File: src/rtl/hazard_scoreboard.sv
// Hazard detection beside ID: load-use interlock plus a busy-bit scoreboard for
// variable-latency ops. Drives stall (IF/ID hold) and flush (ID/EX bubble).
module hazard_scoreboard #(
  parameter int unsigned NREGS    = 32,
  parameter int unsigned MAX_PEND = 4,
  parameter int unsigned CNT_W    = 32,
  localparam int unsigned RW      = $clog2(NREGS),
  localparam int unsigned PW      = $clog2(MAX_PEND + 1)
) (
  input  logic             clk,
  input  logic             rst,
  input  logic             id_valid,
  input  logic [RW-1:0]    rs1,
  input  logic [RW-1:0]    rs2,
  input  logic             rs1_used,
  input  logic             rs2_used,
  input  logic [RW-1:0]    id_rd,
  input  logic             id_long,
  input  logic [RW-1:0]    rd_frm_ex,
  input  logic [1:0]       wb_sel_frm_ex,
  input  logic             lwb_valid,
  input  logic [RW-1:0]    lwb_rd,
  output logic             stall,
  output logic             flush,
  output logic [NREGS-1:0] busy,
  output logic [PW-1:0]    pend_cnt,
  output logic [CNT_W-1:0] stall_cycles
);

  logic [NREGS-1:0] r_busy;
  logic [PW-1:0]    r_pend;
  logic [CNT_W-1:0] r_stall_cnt;

  logic             w_ex_load;
  logic             w_lu1, w_lu2;
  logic             w_raw1, w_raw2;
  logic             w_waw;
  logic             w_struct;
  logic             w_hazard;
  logic             w_stall;
  logic             w_issue;
  logic             w_inc, w_dec;
  logic [NREGS-1:0] w_busy_nxt;

  // A same-cycle writeback of the register in question lifts the hazard,
  // since the register file is write-first.
  always_comb begin
    w_ex_load = (wb_sel_frm_ex == 2'b01) && (rd_frm_ex != '0);
    w_lu1     = w_ex_load && rs1_used && (rs1 == rd_frm_ex);
    w_lu2     = w_ex_load && rs2_used && (rs2 == rd_frm_ex);
    w_raw1    = rs1_used && (rs1 != '0) && r_busy[rs1] &&
                !(lwb_valid && (lwb_rd == rs1));
    w_raw2    = rs2_used && (rs2 != '0) && r_busy[rs2] &&
                !(lwb_valid && (lwb_rd == rs2));
    w_waw     = (id_rd != '0) && r_busy[id_rd] &&
                !(lwb_valid && (lwb_rd == id_rd));
    w_struct  = id_long && (r_pend == PW'(MAX_PEND)) && !lwb_valid;
    w_hazard  = id_valid && (w_lu1 || w_lu2 || w_raw1 || w_raw2 || w_waw || w_struct);
    w_stall   = w_hazard && !rst;
  end

  always_comb begin
    w_issue = id_valid && !w_stall;
    w_inc   = w_issue && id_long;
    w_dec   = lwb_valid && (r_pend != '0);
  end

  // Clear first, then set, so an issue to X wins over a writeback of X.
  always_comb begin
    w_busy_nxt = r_busy;
    if (lwb_valid && (lwb_rd != '0))
      w_busy_nxt[lwb_rd] = 1'b0;
    if (w_inc && (id_rd != '0))
      w_busy_nxt[id_rd] = 1'b1;
  end

  always_ff @(posedge clk) begin
    if (rst) begin
      r_busy      <= '0;
      r_pend      <= '0;
      r_stall_cnt <= '0;
    end else begin
      r_busy <= w_busy_nxt;
      case ({w_inc, w_dec})
        2'b10:   r_pend <= r_pend + 1'b1;
        2'b01:   r_pend <= r_pend - 1'b1;
        default: r_pend <= r_pend;
      endcase
      if (w_stall && (r_stall_cnt != '1))
        r_stall_cnt <= r_stall_cnt + 1'b1;
      assert (!lwb_valid || ((r_pend != '0) && ((lwb_rd == '0) || r_busy[lwb_rd])))
        else $error("hazard_scoreboard: writeback to idle register %0d (pend_cnt=%0d)",
                    lwb_rd, r_pend);
    end
  end

  assign stall        = w_stall;
  assign flush        = w_stall;
  assign busy         = r_busy;
  assign pend_cnt     = r_pend;
  assign stall_cycles = r_stall_cnt;

endmodule

File: config.mk
export PLATFORM = sky130hd
export DESIGN_NAME = hazard_scoreboard
export DESIGN_NICKNAME = d
export VERILOG_FILES = /design/src/rtl/hazard_scoreboard.sv
export SDC_FILE = /design/constraint.sdc
export NUM_CORES = 1
export LEC_CHECK = 0
export CAP_MARGIN = 20
export CORE_ASPECT_RATIO = 0.7
export CORE_MARGIN = 2
export CORE_UTILIZATION = 45
export CTS_BUF_LIST = sky130_fd_sc_hd__clkbuf_8
export DETAILED_ROUTE_END_ITERATION = 6
export PLACE_DENSITY = 0.79
export SKIP_LAST_GASP = 1
export SLEW_MARGIN = 20
export SYNTH_ARGS = -nofsm -noshare
export SYNTH_HDL_FRONTEND = slang
export SYNTH_SLANG_ARGS = --single-unit
File: constraint.sdc
create_clock -name clk -period 3.15 [get_ports clk]
set_input_delay 0.315 -clock clk [delete_from_list [all_inputs] [get_ports clk]]
set_output_delay 0.315 -clock clk [all_outputs]
set_load 0.005 [all_outputs]
==> results of run 1 <==
[metal layers]
metal,global-route usage (%),part of all wire (%),up-vias
met3,10.47,12,18
met4,7.748,1.0,0
li1,-,-,2322
met1,42.74,44,2435
met5,0,0,-
met2,45.70,44,305
[flip-flops by register name (all words and copies together), names as in the netlist]
name / cells
busy: 32
stall_cycles: 32
pend_cnt: 3
[cell families after synthesis]
| logic type | count (synthesis) |
|---|---|
| buffers and inverters | 54 |
| and+or+nand+nor | 224 |
| AOI/OAI and AO/OA | 125 |
| xor gates and xnor gates | 27 |
| DFF | 67 |
| adders and majority gates | 3 |
| muxes | 48 |
[metrics by stage]
step / instances / total power, W / setup WS (ns) / hold slack [ns] / instance area, µm²
after CTS: 820 / 0.002070 / 0.0009459 / 0.5148 / 6276
after global placement: 806 / 0.001328 / -0.3515 / 0.4836 / 6068
after global routing: 823 / 0.002166 / -0.07327 / 0.5425 / 6359
after detailed placement: 806 / 0.001339 / -0.4480 / 0.5052 / 6068
after floorplan: 548 / 0.001115 / 0.08347 / 0.4828 / 4484
final: 823 / 0.002082 / 0.09901 / 0.5128 / 6359
[worst min-delay path by stage]
stage | endpoint | cells past startpoint
after CTS | stall_cycles[1] | 2
after floorplan | stall_cycles[29] | 2
after detailed placement | stall_cycles[1] | 2
after global routing | busy[0] | 1
final | stall_cycles[1] | 2
after global placement | stall_cycles[29] | 2
[layout make-up]
type,instances,area [µm²]
multi-input combinational,427,2952
clock buffer,12,165.2
inverter,13,48.80
tap,128,160.2
timing repair buffer,174,1654
fill,798,3326
clock inverter,2,35.03
sequential,67,1344
[power by group]
| group | internal [W] | switching (W) |
|---|---|---|
| Sequential | 0.000862 | 0.0000227 |
| Combinational | 0.000231 | 0.000224 |
| Clock | 0.000421 | 0.000321 |
| Total | 0.00151 | 0.000568 |
[timing repair]
| item | in CTS | in global routing |
|---|---|---|
| gates cloned | 0 | 1 |
| pin swaps | 0 | 3 |
| setup buffers | 0 | 2 |
| gates resized for setup | 5 | 14 |
| endpoints found under the setup margin | 3 | 3 |
[synthesized netlist by cell type, drive strengths merged (11+ instances only)]
cell type  number  share of area (%)
dfxtp          67                 30
nor2           29                2.4
nor2b          12                1.7
o21ai          49                5.5
a21oi          21                2.4
mux2           15                3.8
and3           12                1.7
xor2           18                3.5
nand4          11                1.5
inv            12                1.0
or3            17                2.4
nand3          40                4.5
mux2i          23                5.1
clkbuf         28                2.3
nand2          46                3.9
buf            13                1.6
o211ai         19                3.2
[critical path, stage by stage]
cell             delay, ns
clkdlybuf4s50_1       0.43
or3_1                 0.40
nor2_1                0.12
a311oi_1              0.06
and4_1                0.16
o41a_1                0.46
o2111ai_2             0.12
ha_2                  0.21
inv_1                 0.05
fa_1                  0.37
xor2_1                0.15
or3_1                 0.30
a21oi_1               0.16
==> out/summary.txt, run 1 <==
Initial Utilization = 46.30%
Final ANT Viol Nets = 0
root buffer cell = clkbuf_8
minimum clock period = 3.051 ns
synthesized cell area = 4484 µm²
fin util = 65.66%
share of layout cells above drive strength 1 = 17.84%
Syn Area/Cell = 8.183 µm²
mean routed wirelength per cell = 20.04 µm
startpoint types = primary input
number of synthesized register bits = 67
Post-synth EDFFs = 0
Die Wd = 123.3 µm
Vias/cell = 6.173
num ports = 103
status = completed
Port Buf Inserts = 102
# DRC = 0
core box area = 9684 µm²
final hold violations = 0
Area Growth Syn to Fin = 41.80%
Placement Rows = 30
Critical Path Sink = pend_cnt[2]
RSZ-0062 raised after global routing = true
CTS Buffer Depth = 2
Slew Limit Fails = 0
highest clock rate = 0.3278 GHz
GP Congestion = 0.9613
Critical Path End Type = flop
number of global-route vias before repair = 4,751
cts-stage hold buffer count = 0
CP arrival = 3.31 ns
Pre-Repair DR Iteration Count = 5
CTS tree = done
Initial DRC Count = 461
R2R Setup Slk = 0.17 ns
Final Cycle Share = 96.86%
RR Startpoint = busy[11]
register area share after synthesis = 29.91%
Setup crit start = rs1[2]
Rel. slew slack = 54.48%
register clock-pin slew on the reported worst setup and hold paths = 0.07 ns
Static Leak = 2.328 nW
Synth async-reset ratio = 0%
Clock Skews = 0.01647 ns
RR Endpoint = pend_cnt[2]
Cells after Synth = 548
Syn Nets = 585
endpoints failing setup = 0
Worst-Margin Slew = 0.6813 ns
Simple-Gate Fraction of Synth Area = 27.04%
Die Ht = 87.52 µm
# nets final = 729
warning count from the yosys run = 0
Routed WL = 16,500 µm
TritonCTS buffer count = 9
initial antenna violation count = 0
via count = 5,080
Clock Latency Late Sink = 0.35 ns
GRT Resource Usage Total = 30.70%
synth unique cells = 58
Critical Path RT = 3.41 ns
Synth Area in Adders = 1.004%
Setup TNS Final = 0 ns
first-pass GRT wire length = 25,110 µm
mux contribution to synthesized area = 13.92%
HPWL Detailed = 12,300 µm
Hold Crit Class = flop to flop
Power Density = 327.5 nW/µm²
most common cell after layout, fill and taps aside = clkdlybuf4s50_1
Die Area = 10,790 µm²
H-tree depth = 3
clock tree sinks = 67
most frequent cells in the layout = clkdlybuf4s50_1, dfxtp_1, buf_4, o21ai_0, nand2_1
XOR/XNOR share of the synthesized area = 5.273%
max cap viols = 0
compound-cell area share of the yosys netlist = 17.80%
R2R depth = 11
critical path class = primary input to flop
ANT cells = 0
Top FF cell, synth = dfxtp_1
largest net degree at the start of global routing = 50
grt ovf = 0
largest family of logic cells by synthesized area = simple AND/OR/NAND/NOR gates
CP max FO = 3
Max rail drop VDD = 233.2 µV
hold path start = stall_cycles[1]
Note: power is estimated with default switching activity, not from simulation.
==> inputs of run 2 (changes only) <==
--- a/config.mk
+++ b/config.mk
@@ -8,10 +8,10 @@
 export CAP_MARGIN = 20
 export CORE_ASPECT_RATIO = 0.7
 export CORE_MARGIN = 2
-export CORE_UTILIZATION = 45
+export CORE_UTILIZATION = 47
 export CTS_BUF_LIST = sky130_fd_sc_hd__clkbuf_8
 export DETAILED_ROUTE_END_ITERATION = 6
-export PLACE_DENSITY = 0.79
+export PLACE_DENSITY = 0.82
 export SKIP_LAST_GASP = 1
 export SLEW_MARGIN = 20
 export SYNTH_ARGS = -nofsm -noshare
==> out/summary.txt, run 2 (synthesized netlist as in run 1, its figures left out) <==
final hold violations = 0
Static Leak = 2.300 nW
Initial Utilization = 48.85%
Pre-Repair DR Iteration Count = 5
R2R depth = 11
Fillers = 748
Post-DP Area = 6061 µm²
Vias/cell = 6.258
CP arrival = 3.48 ns
Crit path largest cell delay = 0.54 ns
pre-CTS setup slack = -0.4233 ns
HPWL Detailed = 12,330 µm
num ports = 103
Routed WL = 16,640 µm
clock tree sinks = 67
share of layout cells above drive strength 1 = 18.31%
register clock-pin slew on the reported worst setup and hold paths = 0.07 ns
Worst path slowest cell = clkdlybuf4s50_1
Final Cycle Share = 101.3%
failing checks = setup timing
Power Density = 308.7 nW/µm²
Critical Path RT = 3.44 ns
CTS Buffer Depth = 2
CTS tree = done
endpoints failing setup = 1
max cap viols = 0
R2R Setup Slk = 0.12 ns
most common cell after layout, fill and taps aside = clkdlybuf4s50_1
initial antenna violation count = 0
met1 wire length = 7231 µm
routed wl met2 = 6927 µm
Die Area = 10,350 µm²
Port Buf Inserts = 102
RR Endpoint = pend_cnt[2]
Comb power frac = 23.1%
Clock power frac = 31.7%
Clock Latency Late Sink = 0.35 ns
CP max FO = 5
Area Growth Syn to Fin = 41.43%
Rel. slew slack = 58.91%
minimum clock period = 3.190 ns
Max rail drop VDD = 235.0 µV
mean routed wirelength per cell = 20.22 µm
startpoint types = primary input
TritonCTS buffer count = 9
Multi-input gate area = 2983 µm²
largest net degree at the start of global routing = 50
Clock Skews = 0.007123 ns
internal power = 0.001383 W
Placement Rows = 29
RR Startpoint = busy[5]
core box area = 9180 µm²
status = complete, but fails checks
first-pass GRT wire length = 25,320 µm
CP dominant cell by count = o2111ai_2
critical path cell sequence = clkdlybuf4s50_1, or3b_2, o221ai_1, a22oi_2, o2111ai_2, a21oi_1, o2111ai_2, ha_2, inv_1, fa_1, xor2_1, or3_1, a21oi_2
switching power = 0.0005746 W
Hold Crit Depth = 2
Die Ht = 85.73 µm
GRT Resource Usage Total = 31.61%
root buffer cell = clkbuf_8
hold path start = stall_cycles[29]
Worst-Margin Slew = 0.6108 ns
Setup TNS Final = -0.04014 ns
FF+latch area = 1341 µm²
highest clock rate = 0.3135 GHz
Final ANT Viol Nets = 0
via count = 5,150
Slew Limit Fails = 0
number of global-route vias before repair = 4,838
Die Wd = 120.7 µm
Met3 Routed Length = 1937 µm
# nets final = 732
final worst slack = -0.04014 ns
most frequent cells in the layout = clkdlybuf4s50_1, buf_4, dfxtp_1, o21ai_0, nand2_1
Hold EP = stall_cycles[29]
Initial DRC Count = 465
cts-stage hold buffer count = 0
Sequential Power Share = 45.3%
switching share of power = 29.35%
grt ovf = 0
Design Area, Final = 6342 µm²
RSZ-0062 raised after global routing = true
Critical Path End Type = flop
# DRC = 0
H-tree depth = 3
final hold slack = 0.5207 ns
critical path class = primary input to flop
ANT cells = 0
Hold Crit Class = flop to flop
GP Congestion = 1.035
top layer reached by signal wires = met5
[run 2: per-stage QoR]
stage	instances	power (W)	utilization, %
after floorplan	548	0.001115	-
after global placement	805	0.001310	66.02
after detailed placement	805	0.001322	66.02
after CTS	821	0.001945	68.15
after global routing	823	0.002035	69.09
final	823	0.001958	69.09
[run 2: how the worst max path moves through the flow]
| stage | start | to | slack, ns | depth (start not counted) |
|---|---|---|---|---|
| floorplan | rs1[2] | pend_cnt[2] | 0.08 | 13 |
| global placement | rs2[0] | pend_cnt[2] | -0.34 | 15 |
| detailed placement | rs2[0] | pend_cnt[2] | -0.42 | 15 |
| CTS | id_rd[1] | flush | -0.002 | 10 |
| global route | id_rd[2] | pend_cnt[2] | -0.09 | 13 |
| finish | id_rd[2] | pend_cnt[2] | -0.04 | 13 |
[run 2: routing by layer]
layer | vias to the layer above | global-route usage (%)
met3 | 57 | 11.50
met5 | - | 0
met2 | 312 | 46.33
met1 | 2441 | 42.95
met4 | 2 | 11.21
li1 | 2338 | -
[run 2: power groups by stage]
stage	Clock (W)	Sequential [W]	Combinational, W
2_1_floorplan	0	0.000899	0.000216
5_1_grt	0.000662	0.000888	0.000485
4_1_cts	0.000629	0.000885	0.000431
6_report	0.000620	0.000886	0.000452
3_5_place_dp	0	0.000904	0.000418
3_3_place_gp	0	0.000903	0.000407
[run 2: layout make-up]
class | count | area share [%]
clock buffers | 10 | 2.170
clock inverters | 5 | 0.3748
inverters | 13 | 0.7694
multi-input cells | 427 | 47.03
flip-flops and latches | 67 | 21.15
well taps | 124 | 2.446
repair buffers | 177 | 26.06
[run 2: timing repair]
item	CTS	global route
pin swaps	3	3
endpoints found under the setup margin	3	17
cloned	0	1
gates resized for setup	7	12
buffers inserted	1	1
[run 2: worst max-delay path, delay by kind of cell]
family                   cells  cell delay (ns)
AND/OR/NAND/NOR              2             0.79
adder cells (fa/ha/maj)      2             0.59
AO/OA/AOI/OAI                6             1.03
XOR/XNOR                     1             0.15
buffers and inverters        2             0.60
==> inputs of run 3 (changes only) <==
--- a/config.mk
+++ b/config.mk
@@ -11,9 +11,8 @@
 export CORE_UTILIZATION = 47
 export CTS_BUF_LIST = sky130_fd_sc_hd__clkbuf_8
 export DETAILED_ROUTE_END_ITERATION = 6
-export PLACE_DENSITY = 0.82
+export PLACE_DENSITY = 0.79
 export SKIP_LAST_GASP = 1
-export SLEW_MARGIN = 20
 export SYNTH_ARGS = -nofsm -noshare
 export SYNTH_HDL_FRONTEND = slang
 export SYNTH_SLANG_ARGS = --single-unit
==> constraint.sdc (replaced) <==
create_clock -name clk -period 3.15 [get_ports clk]
set_input_delay 0.315 -clock clk [delete_from_list [all_inputs] [get_ports clk]]
set_output_delay 0.315 -clock clk [all_outputs]
set_load 0.1 [all_outputs]
==> out/summary.txt, run 3 (synthesized netlist as in run 1, its figures left out) <==
status = completed
CP arrival = 3.33 ns
total power = 0.002165 W
highest clock rate = 0.3274 GHz
Design Area, Final = 6276 µm²
most common cell after layout, fill and taps aside = clkdlybuf4s50_1
CTS tree = done
Critical Path RT = 3.43 ns
Initial Utilization = 48.85%
post-CTS setup buffer count = 0
Critical Path End Type = flop
# DRC = 0
Routed WL = 15,710 µm
GRT Resource Usage Total = 30.51%
max cap viols = 0
Vias/cell = 6.102
pre-CTS setup slack = -0.4360 ns
num ports = 103
internal power = 0.001445 W
RSZ-0062 raised after global routing = false
Clock Latency Late Sink = 0.35 ns
endpoints failing setup = 0
Max rail drop VDD = 256.2 µV
Slew Limit Fails = 0
Clock power frac = 33.8%
Rel. slew slack = 33.17%
largest net degree at the start of global routing = 50
critical path class = primary input to flop
switching share of power = 33.28%
Pre-Repair DR Iteration Count = 5
Area Growth Syn to Fin = 39.96%
mean routed wirelength per cell = 19.46 µm
# nets final = 715
switching power = 0.0007204 W
register clock-pin slew on the reported worst setup and hold paths = 0.08 ns
Sequential Power Share = 40.6%
final hold violations = 0
final worst slack = 0.09552 ns
first-pass GRT wire length = 24,270 µm
Worst-Margin Slew = 0.9993 ns
Comb power frac = 25.7%
Final ANT Viol Nets = 0
Initial DRC Count = 561
Clock Skews = 0.01151 ns
HPWL Detailed = 11,860 µm
fin util = 68.37%
Post-DP Area = 6046 µm²
share of layout cells above drive strength 1 = 20.79%
TritonCTS buffer count = 9
Placement Rows = 29
Die Wd = 120.7 µm
core box area = 9180 µm²
Hold Crit Class = flop to flop
H-tree depth = 3
most frequent cells in the layout = clkdlybuf4s50_1, buf_4, o21ai_0, nand2_1, nand3_1
Die Ht = 85.73 µm
clock tree sinks = 67
Fillers = 786
ANT cells = 0
Port Buf Inserts = 102
Static Leak = 2.241 nW
initial antenna violation count = 0
Power Density = 345.0 nW/µm²
number of global-route vias before repair = 4,559
root buffer cell = clkbuf_8
CP max FO = 5
Die Area = 10,350 µm²
grt ovf = 0
via count = 4,924
minimum clock period = 3.054 ns
Final Cycle Share = 96.97%
CTS Buffer Depth = 2
GP Congestion = 0.9154
startpoint types = primary input
-- run 3: stage by stage --
stage | hold WS, ns | cells | setup TNS (ns)
after floorplan | 0.5324 | 548 | 0
after global placement | 0.4861 | 791 | -5.410
after detailed placement | 0.4980 | 791 | -8.794
after CTS | 0.5091 | 807 | 0
after global routing | 0.5215 | 807 | 0
final | 0.5091 | 807 | 0
-- run 3: timing repair --
item	4_1_cts	5_1_grt
gates resized for setup	4	7
hold buffers	0	0
endpoints found under the setup margin	1	21
pin swaps	1	0
-- run 3: layout make-up --
type / instances / area, µm² / area share (%)
clock buffer: 9 / 123.9 / 1.974
clock inverter: 7 / 75.07 / 1.196
timing repair buffer: 160 / 1529 / 24.36
tap: 124 / 155.1 / 2.472
sequential: 67 / 1401 / 22.33
inverter: 13 / 48.80 / 0.7775
multi-input combinational: 427 / 2943 / 46.89
-- run 3: path summary, 6_finish.rpt --
kind	cells past startpoint	end	slack, ns	from
setup / recovery	13	pend_cnt[2]	0.1	id_rd[4]
hold / removal	2	stall_cycles[7]	0.51	stall_cycles[7]
setup reg to reg	12	pend_cnt[2]	0.27	busy[31]
hold reg to reg	2	stall_cycles[7]	0.51	stall_cycles[7]
-- run 3: worst max-delay path, stage by stage --
cell and delay, ns:
clkdlybuf4s50_1 0.50, or3b_2 0.49, o221ai_1 0.18, a22oi_1 0.15, o2111ai_2 0.13, a21oi_1 0.11
o2111ai_2 0.22, ha_2 0.23, inv_1 0.05, fa_1 0.37, xor2_1 0.15, or3_1 0.30
a21oi_1 0.14
-- run 3: power groups by stage --
| stage | sequential, W | clock [W] | combinational [W] |
|---|---|---|---|
| 2_1_floorplan | 0.00100 | 0 | 0.000233 |
| 4_1_cts | 0.000878 | 0.000742 | 0.000550 |
| 3_5_place_dp | 0.000898 | 0 | 0.000547 |
| 5_1_grt | 0.000882 | 0.000792 | 0.000591 |
| 3_3_place_gp | 0.000897 | 0 | 0.000538 |
| 6_report | 0.000879 | 0.000731 | 0.000555 |
-- run 3: per-layer routing --
metal	track usage [%]	wire [µm]	vias to the layer above
met5	0	0	-
met4	8.562	269	0
met3	5.918	1530	27
met2	45.15	6815	255
met1	45.15	7092	2330
li1	-	-	2312
